$ cat src/rtl/control_pkg.sv
// ---------------------------------------------------------------------------
// control_pkg
//   Shared definitions for the multi-cycle control FSM:
//     - opcode values (OP_ADD .. OP_MOV); 0x00-0x13 is the ALU range
//     - state_t, the FSM state encoding (also exported on the debug port)
//     - op_class_t, the coarse opcode classes produced by opcode_classifier
//     - MTR_* encodings for the writeback select (memory_to_register)
//     - is_store(), used to split the shared LOAD/STORE memory class
// ---------------------------------------------------------------------------
package control_pkg;

  localparam int unsigned OP_ADD      = 'h00;
  localparam int unsigned OP_ALU_LAST = 'h13;
  localparam int unsigned OP_LOAD     = 'h14;
  localparam int unsigned OP_STORE    = 'h15;
  localparam int unsigned OP_JUMP     = 'h16;
  localparam int unsigned OP_BEQ      = 'h17;
  localparam int unsigned OP_BNE      = 'h18;
  localparam int unsigned OP_NOP      = 'h19;
  localparam int unsigned OP_HALT     = 'h1A;
  localparam int unsigned OP_IN       = 'h1B;
  localparam int unsigned OP_OUT      = 'h1C;
  localparam int unsigned OP_MOV      = 'h1D;

  localparam logic [1:0] MTR_ALU = 2'd0;
  localparam logic [1:0] MTR_MEM = 2'd1;
  localparam logic [1:0] MTR_IN  = 2'd2;

  typedef enum logic [2:0] {
    ST_FETCH     = 3'd0,
    ST_DECODE    = 3'd1,
    ST_EXECUTE   = 3'd2,
    ST_MEMORY    = 3'd3,
    ST_WRITEBACK = 3'd4,
    ST_IO_WAIT   = 3'd5,
    ST_HALTED    = 3'd6
  } state_t;

  typedef enum logic [3:0] {
    CLS_ALU,
    CLS_MOV,
    CLS_MEM,
    CLS_BRANCH,
    CLS_NOP,
    CLS_HALT,
    CLS_IN,
    CLS_OUT,
    CLS_ILLEGAL
  } op_class_t;

  function automatic logic is_store(input logic [31:0] op);
    return op == OP_STORE;
  endfunction

endpackage

$ cat src/rtl/opcode_classifier.sv
// ---------------------------------------------------------------------------
// opcode_classifier
//   Purely combinational opcode -> class decode. Keeping it separate lets the
//   FSM reason about a handful of classes instead of 64 opcodes, and lets the
//   disassembler bench reuse the same decode.
// Ports
//   opcode    in   OPCODE_WIDTH  raw opcode
//   op_class  out  op_class_t    ALU/MOV/MEM/BRANCH/NOP/HALT/IN/OUT/ILLEGAL
// ---------------------------------------------------------------------------
module opcode_classifier
  import control_pkg::*;
#(
  parameter int OPCODE_WIDTH = 6
) (
  input  logic [OPCODE_WIDTH-1:0] opcode,
  output op_class_t               op_class
);

  logic [31:0] op_ext;

  assign op_ext = 32'(opcode);

  always_comb begin
    op_class = CLS_ILLEGAL;
    if (op_ext <= OP_ALU_LAST) begin
      op_class = CLS_ALU;
    end else begin
      case (op_ext)
        OP_LOAD, OP_STORE:       op_class = CLS_MEM;
        OP_JUMP, OP_BEQ, OP_BNE: op_class = CLS_BRANCH;
        OP_NOP:                  op_class = CLS_NOP;
        OP_HALT:                 op_class = CLS_HALT;
        OP_IN:                   op_class = CLS_IN;
        OP_OUT:                  op_class = CLS_OUT;
        OP_MOV:                  op_class = CLS_MOV;
        default:                 op_class = CLS_ILLEGAL;
      endcase
    end
  end

endmodule

$ cat src/rtl/control_fsm.sv
// ---------------------------------------------------------------------------
// control_fsm
//   Multi-cycle control unit. Steps each instruction through
//   FETCH/DECODE/EXECUTE/MEMORY/WRITEBACK (plus IO_WAIT for IN/OUT), stalls
//   on memory and I/O handshakes, and drives the datapath enables. HALT and
//   faults park the FSM in HALTED until reset.
//
// Configuration macro
//   CONTROL_FSM_ILLEGAL_TRAP_EN  defined: opcodes 0x1E-0x3F halt with fault.
//                                undefined: they behave as NOP.
//
// Ports
//   clock, reset                 rising-edge clock, synchronous active-high reset
//   opcode                       IR opcode field, sampled in DECODE
//   mem_ready                    data memory done (looked at in MEMORY only)
//   in_valid / in_ready          input port handshake (IO_WAIT, IN)
//   out_valid / out_ready        output port handshake (IO_WAIT, OUT)
//   pc_write, ir_write           fetch enables
//   alu_code, target_register,
//   alu_source                   ALU control
//   write_register,
//   memory_to_register           register-file write strobe and source select
//   memory_read, memory_write    data memory strobes
//   branch                       branch/jump evaluate strobe
//   halt, fault                  sticky status
//   state                        current state for debug
// ---------------------------------------------------------------------------
module control_fsm
  import control_pkg::*;
#(
  parameter int OPCODE_WIDTH  = 6,
  parameter int MEM_TIMEOUT   = 16,
  parameter int TIMEOUT_WIDTH = 5
) (
  input  logic                    clock,
  input  logic                    reset,
  input  logic [OPCODE_WIDTH-1:0] opcode,
  input  logic                    mem_ready,
  input  logic                    in_valid,
  input  logic                    out_ready,
  output logic                    pc_write,
  output logic                    ir_write,
  output logic [OPCODE_WIDTH-1:0] alu_code,
  output logic                    target_register,
  output logic                    alu_source,
  output logic                    write_register,
  output logic                    memory_write,
  output logic                    memory_read,
  output logic [1:0]              memory_to_register,
  output logic                    branch,
  output logic                    in_ready,
  output logic                    out_valid,
  output logic                    halt,
  output logic                    fault,
  output logic [2:0]              state
);

  state_t                   state_q, state_d;
  logic [OPCODE_WIDTH-1:0]  op_q, op_d;
  logic [TIMEOUT_WIDTH-1:0] tmo_q, tmo_d, tmo_inc;
  logic                     fault_q, fault_d;

  op_class_t                dec_class;
  op_class_t                cur_class;

  logic                     pc_write_c, ir_write_c;
  logic [OPCODE_WIDTH-1:0]  alu_code_c;
  logic                     target_register_c, alu_source_c, write_register_c;
  logic                     memory_write_c, memory_read_c;
  logic [1:0]               memory_to_register_c;
  logic                     branch_c, in_ready_c, out_valid_c, halt_c;

  // Two classifiers: one looks at the live IR in DECODE, the other at the
  // latched opcode that steers every later state of the instruction.
  opcode_classifier #(.OPCODE_WIDTH(OPCODE_WIDTH)) u_dec_class (
    .opcode   (opcode),
    .op_class (dec_class)
  );

  opcode_classifier #(.OPCODE_WIDTH(OPCODE_WIDTH)) u_cur_class (
    .opcode   (op_q),
    .op_class (cur_class)
  );

  assign tmo_inc = tmo_q + 1'b1;

  always_ff @(posedge clock) begin
    if (reset) begin
      state_q <= ST_FETCH;
      op_q    <= '0;
      tmo_q   <= '0;
      fault_q <= 1'b0;
    end else begin
      state_q <= state_d;
      op_q    <= op_d;
      tmo_q   <= tmo_d;
      fault_q <= fault_d;
    end
  end

  always_comb begin
    state_d = state_q;
    op_d    = op_q;
    tmo_d   = tmo_q;
    fault_d = fault_q;
    case (state_q)
      ST_FETCH: state_d = ST_DECODE;

      ST_DECODE: begin
        op_d = opcode;
        case (dec_class)
          CLS_ALU, CLS_MOV, CLS_MEM, CLS_BRANCH: state_d = ST_EXECUTE;
          CLS_HALT:                              state_d = ST_HALTED;
          CLS_IN, CLS_OUT:                       state_d = ST_IO_WAIT;
          CLS_ILLEGAL: begin
`ifdef CONTROL_FSM_ILLEGAL_TRAP_EN
            state_d = ST_HALTED;
            fault_d = 1'b1;
`else
            state_d = ST_FETCH;
`endif
          end
          default:                               state_d = ST_FETCH;
        endcase
      end

      ST_EXECUTE: begin
        case (cur_class)
          CLS_ALU, CLS_MOV: state_d = ST_WRITEBACK;
          CLS_MEM:          state_d = ST_MEMORY;
          default:          state_d = ST_FETCH;
        endcase
      end

      // The stall counter counts not-ready cycles; hitting MEM_TIMEOUT on a
      // not-ready cycle gives up. MEM_TIMEOUT == 0 disables the watchdog.
      ST_MEMORY: begin
        if (mem_ready) begin
          tmo_d   = '0;
          state_d = is_store(32'(op_q)) ? ST_FETCH : ST_WRITEBACK;
        end else if (MEM_TIMEOUT != 0) begin
          if (tmo_inc == TIMEOUT_WIDTH'(MEM_TIMEOUT)) begin
            tmo_d   = '0;
            state_d = ST_HALTED;
            fault_d = 1'b1;
          end else begin
            tmo_d = tmo_inc;
          end
        end
      end

      ST_WRITEBACK: state_d = ST_FETCH;

      ST_IO_WAIT: begin
        if (cur_class == CLS_IN) begin
          if (in_valid) state_d = ST_WRITEBACK;
        end else begin
          if (out_ready) state_d = ST_FETCH;
        end
      end

      ST_HALTED: state_d = ST_HALTED;

      default: state_d = ST_FETCH;
    endcase
  end

  // Datapath controls decoded from the current state and latched opcode.
  // in_ready is the one handshake that also looks at its partner input, so
  // the word is consumed in the very cycle it is offered.
  always_comb begin
    pc_write_c           = 1'b0;
    ir_write_c           = 1'b0;
    alu_code_c           = '0;
    target_register_c    = 1'b0;
    alu_source_c         = 1'b0;
    write_register_c     = 1'b0;
    memory_write_c       = 1'b0;
    memory_read_c        = 1'b0;
    memory_to_register_c = MTR_ALU;
    branch_c             = 1'b0;
    in_ready_c           = 1'b0;
    out_valid_c          = 1'b0;
    halt_c               = 1'b0;
    case (state_q)
      ST_FETCH: begin
        ir_write_c = 1'b1;
        pc_write_c = 1'b1;
      end

      ST_EXECUTE: begin
        case (cur_class)
          CLS_ALU: begin
            alu_code_c        = op_q;
            target_register_c = 1'b1;
          end
          CLS_MOV: alu_code_c = op_q;
          CLS_MEM: begin
            alu_code_c   = OPCODE_WIDTH'(OP_ADD);
            alu_source_c = 1'b1;
          end
          CLS_BRANCH: begin
            alu_code_c = op_q;
            branch_c   = 1'b1;
          end
          default: ;
        endcase
      end

      ST_MEMORY: begin
        if (is_store(32'(op_q))) memory_write_c = 1'b1;
        else                     memory_read_c  = 1'b1;
      end

      ST_WRITEBACK: begin
        write_register_c = 1'b1;
        if (cur_class == CLS_MEM)     memory_to_register_c = MTR_MEM;
        else if (cur_class == CLS_IN) memory_to_register_c = MTR_IN;
      end

      ST_IO_WAIT: begin
        if (cur_class == CLS_IN) in_ready_c  = in_valid;
        else                     out_valid_c = 1'b1;
      end

      ST_HALTED: halt_c = 1'b1;

      default: ;
    endcase
  end

  // Reset is synchronous, so the state register still holds the aborted
  // instruction during the reset cycle; force every output quiet here.
  assign pc_write           = ~reset & pc_write_c;
  assign ir_write           = ~reset & ir_write_c;
  assign alu_code           = reset ? '0 : alu_code_c;
  assign target_register    = ~reset & target_register_c;
  assign alu_source         = ~reset & alu_source_c;
  assign write_register     = ~reset & write_register_c;
  assign memory_write       = ~reset & memory_write_c;
  assign memory_read        = ~reset & memory_read_c;
  assign memory_to_register = reset ? MTR_ALU : memory_to_register_c;
  assign branch             = ~reset & branch_c;
  assign in_ready           = ~reset & in_ready_c;
  assign out_valid          = ~reset & out_valid_c;
  assign halt               = ~reset & halt_c;
  assign fault              = ~reset & fault_q;
  assign state              = reset ? 3'd0 : state_q;

endmodule
$ cat config.mk
export PLATFORM = sky130hd
export DESIGN_NAME = control_fsm
export DESIGN_NICKNAME = d
export VERILOG_FILES = /design/src/rtl/control_pkg.sv /design/src/rtl/opcode_classifier.sv /design/src/rtl/control_fsm.sv
export SDC_FILE = /design/constraint.sdc
export NUM_CORES = 1
export LEC_CHECK = 0
export BUFFER_PORTS_ARGS = -buffer_cell sky130_fd_sc_hd__buf_2
export CAP_MARGIN = 20
export CORE_MARGIN = 5
export CORE_UTILIZATION = 45
export CTS_BUF_LIST = sky130_fd_sc_hd__clkbuf_4 sky130_fd_sc_hd__clkbuf_8
export DETAILED_ROUTE_END_ITERATION = 7
export HOLD_SLACK_MARGIN = 0.06
export PLACE_DENSITY = 0.75
export SLEW_MARGIN = 20
export SYNTH_ARGS = -nofsm -noshare
export SYNTH_HDL_FRONTEND = slang
export SYNTH_HIERARCHICAL = 1
export SYNTH_SLANG_ARGS = --single-unit
$ cat constraint.sdc
create_clock -name clock -period 2.6 [get_ports clock]
set_input_delay 0 -clock clock [delete_from_list [all_inputs] [get_ports clock]]
set_output_delay 0 -clock clock [all_outputs]
set_load 0.01 [all_outputs]
# --- Word level (Yosys, flattened, before mapping) ---
# Memory sizes are Yosys's and may differ from the RTL's. A register that Yosys moved wholly into a read port is not among the register bits.
# Index checks and enable logic that the tools add are counted.
classes:
  n_reduce_logical: 8
  n_shift: 0
  n_lt_le_gt_ge: 2
  n_mux: 41
  bitwise: 13
  mul: 0
  add_sub_neg: 1
  eq_ne: 15
  n_div: 0
op_table:
  columns: ["operator", "count"]
  rows:
  - ["$logic_not A27 Y1", 2]
  - ["$mux W3", 7]
  - ["$mux W5", 4]
  - ["$mux W6", 3]
  - ["$pmux W3 S6", 1]
  - ["$mux W1", 17]
  - ["$mux W4", 4]
  - ["$le A6 B5 Y1 const B", 2]
  - ["$and A1 B1 Y1", 11]
  - ["$eq A3 B3 Y1 const B", 3]
  - ["$ne A3 B3 Y1 const B", 3]
  - ["$eq A4 B2 Y1 const B", 2]
  - ["$mux W2", 4]
  - ["$eq A3 B2 Y1 const B", 2]
  - ["$eq A6 B5 Y1 const B", 1]
  - ["$pmux W3 S2", 1]
  - ["$reduce_and A3 Y1", 2]
  - ["$add A5 B1 Y5 const B", 1]
  - ["$eq A5 B5 Y1 const B", 1]
  - ["$eq A4 B1 Y1 const B", 1]
  - ["$eq A4 B3 Y1 const B", 1]
  - ["$logic_not A4 Y1", 1]
  - ["$eq A3 B1 Y1 const B", 1]
  - ["$logic_not A3 Y1", 1]
  - ["other kinds (3)", 4]
word_totals:
  in_bits: 11
  regBits: 15
  memories: 3
  elab_cells: 87
  mem_bits_rw: 0
  rom_bits: 304
  out_inout_bits: 23
  latchBits: 0
memory_table:
  columns: ["memory", "depth", "word_bits", "read_ports", "rd_clocked_by_memory_dff", "write_ports", "line", "source"]
  rows:
  - ["(name not given)", 32, 4, 1, 1, 0, "opcode_classifier.sv:28", "case (op_ext)"]
  - ["(name not given)", 32, 4, 1, 0, 0, "opcode_classifier.sv:28", null]
  - ["(name not given)", 16, 3, 1, 0, 0, "control_fsm.sv:111", "case (dec_class)"]

# --- Longest topological paths before layout ---
# Gate-level depths: netlist (run 1).
depth:
  word_depth: 8
  depth_mapped: 9
  ltp_nobuf: 9

# --- Modules after synthesis ---
# The synthesis (run 1) kept the hierarchy.
modules_own_cells:
  columns: ["mod", "n_inst", "cells_per_inst", "area_per_inst_um2", "seq_area_each_um2"]
  rows:
  - ["control_fsm", 1, 131, 1007.2, 300.3]
  - ["opcode_classifier at u_cur_class", 1, 17, 117.6, 0.0]
  - ["opcode_classifier at u_dec_class", 1, 17, 111.4, 0.0]

# --- Worst setup path before layout (run 1) ---
# OpenSTA, ideal clock, no wires.
synth_timing:
  path_kind: "reg-to-reg"
  from: "reg op_q[1]"
  to: "reg state_q[0]"
  stages_incl_launch_ff: 10
  synth_period_minus_slack_ps: 2296
  path_slack_ps: 304
  n_path_buf: 0
  arrival_ps: 2225
  t_required_ps: 2529
  setup_ps: 71
  path_cell_list: "dfxtp_1 inv_1 ha_1 nor2_1 a22oi_1 nor2b_1 or4b_1 o32a_1 o21a_1 a21oi_1"
synth_via:
  elab_chain_len: 6
  word_cells_on_any_way: 13
  cone_classes: "order compare: 1; eq/ne: 5; mux: 4; reduce/logical: 3"
synth_lines:
  columns: ["element", "line", "source"]
  rows:
  - ["start, declared", "control_fsm.sv:59", "logic [OPCODE_WIDTH-1:0] op_q, op_d;"]
  - ["start signal, assigned", "control_fsm.sv:95", "op_q <= op_d;"]
  - ["$le A6 B5 Y1 (*)", "opcode_classifier.sv:25", "if (op_ext <= OP_ALU_LAST) begin"]
  - ["$mux W4 (*)", "opcode_classifier.sv:25", null]
  - ["net cur_class[1]", "control_fsm.sv:64", "op_class_t cur_class;"]
  - ["$eq A4 B1 Y1 / $logic_not A4 Y1 (equally long branches)", "control_fsm.sv:128", "case (cur_class)"]
  - ["$reduce_or A2 Y1", "control_fsm.sv:128", null]
  - ["$pmux W3 S2", "control_fsm.sv:128", null]
  - ["$pmux W3 S6", "control_fsm.sv:106", "case (state_q)"]
  - ["end signal, assigned", "control_fsm.sv:94", "state_q <= state_d;"]
  - ["end, declared", "control_fsm.sv:58", "state_t state_q, state_d;"]
# Mark *: on every way through the listed nets, which the timed path passes. The rest lies on a longest branch.
# A chain may end at the register's enable or synchronous reset.

# --- Worst setup path in the final report (run 1) ---
layout_timing:
  from: "reg op_q[1]"
  to: "out alu_code[4]"
layout_via:
  elab_chain_len: 7
  word_cells_on_any_way: 9
  cone_classes: "order compare: 1; eq/ne: 2; mux: 4; reduce/logical: 2"
layout_lines:
  columns: ["element", "line", "source"]
  rows:
  - ["$le A6 B5 Y1 (*)", "opcode_classifier.sv:25", null]
  - ["$mux W4 (*)", "opcode_classifier.sv:25", null]
  - ["net cur_class[2]", "control_fsm.sv:64", null]
  - ["$eq A4 B2 Y1 (tied with other cells)", "control_fsm.sv:192", "case (cur_class)"]
  - ["$reduce_or A3 Y1 (no line) (*)", null, null]
  - ["$mux W6 (*)", "control_fsm.sv:192", null]
  - ["$mux W6 (*)", "control_fsm.sv:185", "case (state_q)"]
  - ["$mux W6 (*)", "control_fsm.sv:236", "assign alu_code = reset ? '0 : alu_code_c;"]
  - ["end, declared", "control_fsm.sv:43", "output logic [OPCODE_WIDTH-1:0] alu_code,"]
# Marked as above.

==> summary.md, run 1 <==
| Metric | Value |
|---|---|
| Outcome | `completed` |
| P&R area growth vs syn | `21.46%` |
| IO buf count | `33` |
| Synth Cell Area | `1236 um2` |
| Final Cycle Share | `0.9270` |
| Hold Crit Depth | `3` |
| Crit end category | `output port` |
| MaxCap Viol Count | `0` |
| Worst VDD drop | `0.2791 mV` |
| Setup violators final | `0` |
| YS warnings | `6` |
| Post-DP HPWL | `2.296 mm` |
| Layout cell share with drive strength beyond 1 | `0.2327` |
| Leakage | `0.6470 nW` |
| Post-layout min period | `2410 ps` |
| Drt first pass iters | `4` |
| Reg2Reg Setup Slack | `350 ps` |
| Reg2reg path depth | `9` |
| Setup TNS Final | `0 ps` |
| Wire length per cell | `12.87 um` |
| Inserted Clock Buffers | `3` |
| # fillers | `278` |
| Drt via density | `5.554` |
| Die area | `3895 um2` |
| Commonest cells after routing, fill and taps aside | `buf_2 (33), nor2_1 (25), dfxtp_1 (15), nand2_1 (13), a21oi_1 (11)` |
| Ant diodes | `0` |
| Clk buf depth | `2` |
| Register area share after synthesis | `0.2429` |
| Antenna viol nets, final | `0` |
| Mean Syn Cell Area | `7.492 um2` |
| Global-route usage over all layers | `0.1546` |
| Post-Route WL | `2.999 mm` |
| Layout Nets | `219` |
| DIE WIDTH | `62.41 um` |
| WHS Endpoint | `op_q[2]` |
| PD cells | `379.5 nW/um2` |
| RePlAce Congestion | `0.8063` |
| DIE HEIGHT | `62.41 um` |
| RSZ-0062 raised after global routing | `no` |
| Worst-path fanout max | `6` |
| Core area | `2686 um2` |
| Vias in the first global route | `1100` |
| TritonCTS clock tree | `yes` |
| Critical path arrival | `2410 ps` |
| Clk root buf | `clkbuf_4` |
| Post-CTS setup buffer count | `0` |
| Cells after Synth | `165` |
| Clock Pin Slew Worst Setup and Hold Paths | `90 ps` |
| Top FF cell, synth | `dfxtp_1` |
| Clk Latency, worst-skew pair | `290 ps` |
| TritonCTS Sinks | `15` |
| Io pins | `34` |
| Drt drc | `0` |
| Worst Skew | `7.208 ps` |
| Max Freq | `414.9 MHz` |
| R2r endpoint | `state_q[0]` |
| Util after Layout | `0.5589` |
| Initial core utilization | `0.4602` |
| Net count after synthesis | `181` |
| Worst hold-check path type | `input pin to register` |
| Worst R2R Start | `op_q[1]` |
| Yosys reg bits | `15` |
| H-tree level count | `1` |
| Commonest non-fill, non-tap cell in the layout | `buf_2` |
| 1st-iter DRT viols | `54` |
| Largest net degree at the start of global routing | `24` |
| CP startpoint kind | `register` |
| Detailed-route via count | `1294` |
| CP Class | `register to output port` |
| Slew Viols, Final | `0` |
| Num rows | `19` |
| GRT overflow | `0` |
| Worst relative slew slack | `0.6019` |
| First-pass GRT wire length | `5.133 mm` |
| Asr flop ratio synth | `0` |
| Final Hold Vio Count | `0` |
| Yosys cell types | `43` |
| Initial antenna violation count | `0` |
| Worst Path Required | `2600 ps` |
| Post-synth EDFFs | `0` |
| Hold path start | `opcode[2]` |
| Slew @ Worst Pin | `593.9 ps` |
-- what timing repair did --
item,4_1_cts,5_1_grt
setup endpoints to repair,0,6
hold buffers,5,0
gates resized for setup,0,1
endpoints found under the hold margin,5,0
-- sequential cells by signal (all words and copies together) (netlist names) --
signal,count
op_q,6
fault_q,1
tmo_q,5
state_q,3
-- Yosys cell counts (all sizes together), types with 2 or more instances --
master | count | area, um2
or2 | 3 | 18.77
inv | 8 | 30.03
nand2b | 6 | 37.54
nor2b | 8 | 50.05
nor3b | 3 | 22.52
dfxtp | 15 | 300.3
and2 | 7 | 43.79
o32a | 2 | 20.02
buf | 3 | 20.01
mux2i | 8 | 80.08
and3 | 2 | 12.51
clkbuf | 3 | 11.26
nand2 | 13 | 48.80
a211oi | 3 | 22.52
ha | 5 | 62.56
a41o | 3 | 31.28
nand4bb | 2 | 22.52
nor2 | 25 | 93.84
nor4bb | 2 | 20.02
nand3b | 3 | 22.52
nor3 | 6 | 35.03
o21ai | 5 | 25.02
a31oi | 3 | 18.77
a21oi | 14 | 81.33
or4b | 2 | 20.02
-- report_power, final --
part           leakage (nW)  internal [mW]  switching (mW)
clock                0.0177         0.0573          0.0786
combinational         0.507         0.0753          0.0830
sequential            0.122          0.245          0.0310
-- routing by layer --
metal,up-vias,global-route usage,wire length [um]
met5,-,0,0
met3,5,0.02878,163
li1,660,-,-
met4,0,0.06366,46
met2,37,0.2422,1337
met1,592,0.2070,1452
-- final cells by class --
cell class / instances / area [um2] / area share
clock inverter: 1 / 5.005 / 0.003333
multi-input combinational: 136 / 882.1 / 0.5875
sequential: 15 / 300.3 / 0.2000
inverter: 8 / 30.03 / 0.02000
tap: 31 / 38.79 / 0.02583
clock buffer: 3 / 22.52 / 0.01500
timing repair buffer: 39 / 222.7 / 0.1483
-- kinds of logic after synthesis --
group,synth area share
and+or+nand+nor,0.3866
AOI/OAI and AO/OA,0.1984
DFF,0.2429
buffers and inverters,0.04959
muxes,0.06478
adders and majority gates,0.05061
xor gates and xnor gates,0.007086
-- worst max-delay path by stage --
stage                       end  startpoint  slack, ps
finish              alu_code[4]     op_q[1]        190
global route        alu_code[3]     op_q[1]          2
CTS                 alu_code[4]     op_q[1]        150
detailed placement   state_q[0]     op_q[1]        370
global placement     state_q[1]     op_q[1]        430
floorplan            state_q[0]     op_q[1]        300
-- worst max-delay path, stage by stage, from the launching register on --
cell     delay, ps
dfxtp_1        420
inv_1           90
ha_1           190
nand2_1         60
o21ai_0         70
and3_1         230
or4_1          600
a21oi_4        190
and2_1         150
buf_2          130
-- per-stage QoR --
step                cells  area, um2  total power, mW  setup slack (ps)  hold WS [ps]
floorplan             165       1236           0.3902             304.1         50.08
global placement      224       1416           0.4300             427.5         274.1
detailed placement    224       1416           0.4319             367.5         280.4
CTS                   233       1494           0.5738             145.5         66.14
global route          233       1501           0.6077             2.387         90.32
finish                233       1501           0.5697             189.7         69.49
(Power assumes the default switching activity.)
==> inputs of run 2 (changes only) <==
==> constraint.sdc (replaced) <==
create_clock -name clock -period 2.6 [get_ports clock]
set_input_delay 0.52 -clock clock [delete_from_list [all_inputs] [get_ports clock]]
set_output_delay 0.52 -clock clock [all_outputs]
set_load 0.01 [all_outputs]
==> run 2 against run 1 <==
  * The flow now finishes with violations (setup timing)
  * Total power rose by 4.3%
  * Wire length is 0.93% higher
  * Setup slack got worse by 210 ps
  * Combinational power rose by 21%
  * First-iteration DRC count is 22% lower
  * Register-to-register slack is essentially flat
  * Die area unchanged
  * Non-clock buffer count is 3 higher
  * Critical path depth is the same
  * Utilization grew 2.9 points
  * Worst hold slack improved by 400 ps
  * Highest routed layer unchanged
==> summary.md, run 2 (synthesized netlist as in run 1, its figures left out) <==
| Metric | Value |
|---|---|
| Worst hold-check path type | `register to register` |
| Post-Route WL | `3.027 mm` |
| Post-DP HPWL | `2.229 mm` |
| Wire length per cell | `12.83 um` |
| Commonest cells after routing, fill and taps aside | `buf_2 (32), nor2_1 (24), dfxtp_1 (12), nand2_1 (11), a21oi_1 (11)` |
| Initial core utilization | `0.4602` |
| Final setup margin | `-16.63 ps` |
| CP startpoint kind | `register` |
| Worst relative slew slack | `0.6009` |
| PD cells | `375.9 nW/um2` |
| Vias in the first global route | `1128` |
| IO buf count | `33` |
| Post-layout min period | `2617 ps` |
| CTS Hold Buffers Added | `0` |
| Drt first pass iters | `6` |
| CP Class | `register to output port` |
| Initial antenna violation count | `0` |
| Drt drc | `0` |
| Worst VDD drop | `0.2528 mV` |
| Drt via density | `5.589` |
| Reg2reg path depth | `11` |
| Slew @ Worst Pin | `595.4 ps` |
| Reg2Reg Setup Slack | `340 ps` |
| Inserted Clock Buffers | `3` |
| DIE WIDTH | `62.41 um` |
| RSZ-0062 raised after global routing | `yes` |
| First-pass GRT wire length | `4.988 mm` |
| Slew Viols, Final | `0` |
| TritonCTS Sinks | `15` |
| R2r endpoint | `state_q[0]` |
| Setup violators final | `7` |
| Top flop regs | `op_q: 6 flops, tmo_q: 5 flops, state_q: 3 flops` |
| DIE HEIGHT | `62.41 um` |
| WHS Endpoint | `fault_q` |
| Final Cycle Share | `1.006` |
| Commonest non-fill, non-tap cell in the layout | `buf_2` |
| Hold path start | `fault_q` |
| Crit end category | `output port` |
| P&R area growth vs syn | `27.83%` |
| Detailed-route via count | `1319` |
| RePlAce Congestion | `0.7893` |
| Io pins | `34` |
| Die area | `3895 um2` |
| Clk root buf | `clkbuf_4` |
| Inst Count DP | `229` |
| Outcome | `complete, but fails checks` |
| Critical path arrival | `2100 ps` |
| Hold Crit Depth | `2` |
| Setup TNS Final | `-77.55 ps` |
| Largest net degree at the start of global routing | `23` |
| Layout cell share with drive strength beyond 1 | `0.3463` |
| H-tree level count | `1` |
| Core area | `2686 um2` |
| TritonCTS clock tree | `yes` |
| Worst-path fanout max | `6` |
| Clk buf depth | `2` |
| Max Freq | `382.2 MHz` |
| Ant diodes | `0` |
| Final Hold Vio Count | `0` |
| Worst Path Required | `2080 ps` |
| Top reg by flops | `op_q` |
| Layout Cells excl Fill | `236` |
| Global-route usage over all layers | `0.1477` |
| Worst R2R Start | `op_q[0]` |
| Place WS | `91.55 ps` |
| Num rows | `19` |
| Layout Nets | `222` |
| GRT overflow | `0` |
| Max reg flops | `6` |
| Failing checks | `setup timing` |
| Leakage | `0.6775 nW` |
| Clk Latency, worst-skew pair | `290 ps` |
| MaxCap Viol Count | `0` |
| 1st-iter DRT viols | `42` |
| Antenna viol nets, final | `0` |
| Clock Pin Slew Worst Setup and Hold Paths | `100 ps` |
| Worst Skew | `9.158 ps` |
-- run 2: repair_timing --
| item | 4_1_cts | 5_1_grt |
|---|---|---|
| setup endpoints to repair | 10 | 9 |
| pin swaps | 3 | 2 |
| gates resized for setup | 13 | 8 |
| setup buffers | 1 | 2 |
-- run 2: worst max-delay path, stage by stage (launching register included) --
cell and delay (ps):
dfxtp_2 340, inv_2 50, ha_4 150, nand2_2 70
o21ai_2 50, and3_4 180, or4_4 540, a21oi_4 170
and2_1 140, buf_2 120
-- run 2: cell type report --
cell class | count | area [um2]
clock buffers | 3 | 22.52
clock inverters | 1 | 5.005
fillers | 278 | 1106
inverters | 8 | 30.03
multi-input cells | 136 | 940.9
flip-flops and latches | 15 | 304.0
well taps | 31 | 38.79
repair buffers | 42 | 239.0
-- run 2: metrics by stage --
stage | utilization | power [mW] | hold slack (ps) | cell area (um2)
6_report | 0.5883 | 0.5941 | 472.8 | 1580
5_1_grt | 0.5883 | 0.6348 | 501.5 | 1580
4_1_cts | 0.5715 | 0.5862 | 481.4 | 1535
3_5_place_dp | 0.5412 | 0.4416 | 458.8 | 1454
3_3_place_gp | 0.5412 | 0.4401 | 445.8 | 1454
2_1_floorplan | - | 0.3902 | 429.0 | 1236
-- run 2: routing by layer --
| metal | wire length [um] | global-route usage | up-vias |
|---|---|---|---|
| met5 | 0 | 0 | - |
| met4 | 9 | 0.03979 | 0 |
| met3 | 204 | 0.03777 | 2 |
| met2 | 1405 | 0.2293 | 41 |
| met1 | 1407 | 0.2020 | 600 |
| li1 | - | - | 676 |
-- run 2: worst max path at each step --
stage | from | to | depth (start not counted) | slack (ps)
6_report | op_q[0] | alu_code[4] | 9 | -20
4_1_cts | op_q[1] | alu_code[5] | 9 | -10
2_1_floorplan | op_q[1] | alu_source | 7 | 80
5_1_grt | op_q[0] | alu_code[3] | 9 | -100
3_3_place_gp | op_q[0] | alu_code[2] | 9 | 140
3_5_place_dp | op_q[0] | alu_code[5] | 9 | 90
-- run 2: power breakdown --
part / leakage [nW] / internal [mW] / switching (mW) / total [mW]
Clock: 0.0177 / 0.0572 / 0.0801 / 0.137
Combinational: 0.536 / 0.0875 / 0.103 / 0.191
Sequential: 0.123 / 0.246 / 0.0205 / 0.266
Total: 0.677 / 0.390 / 0.204 / 0.594
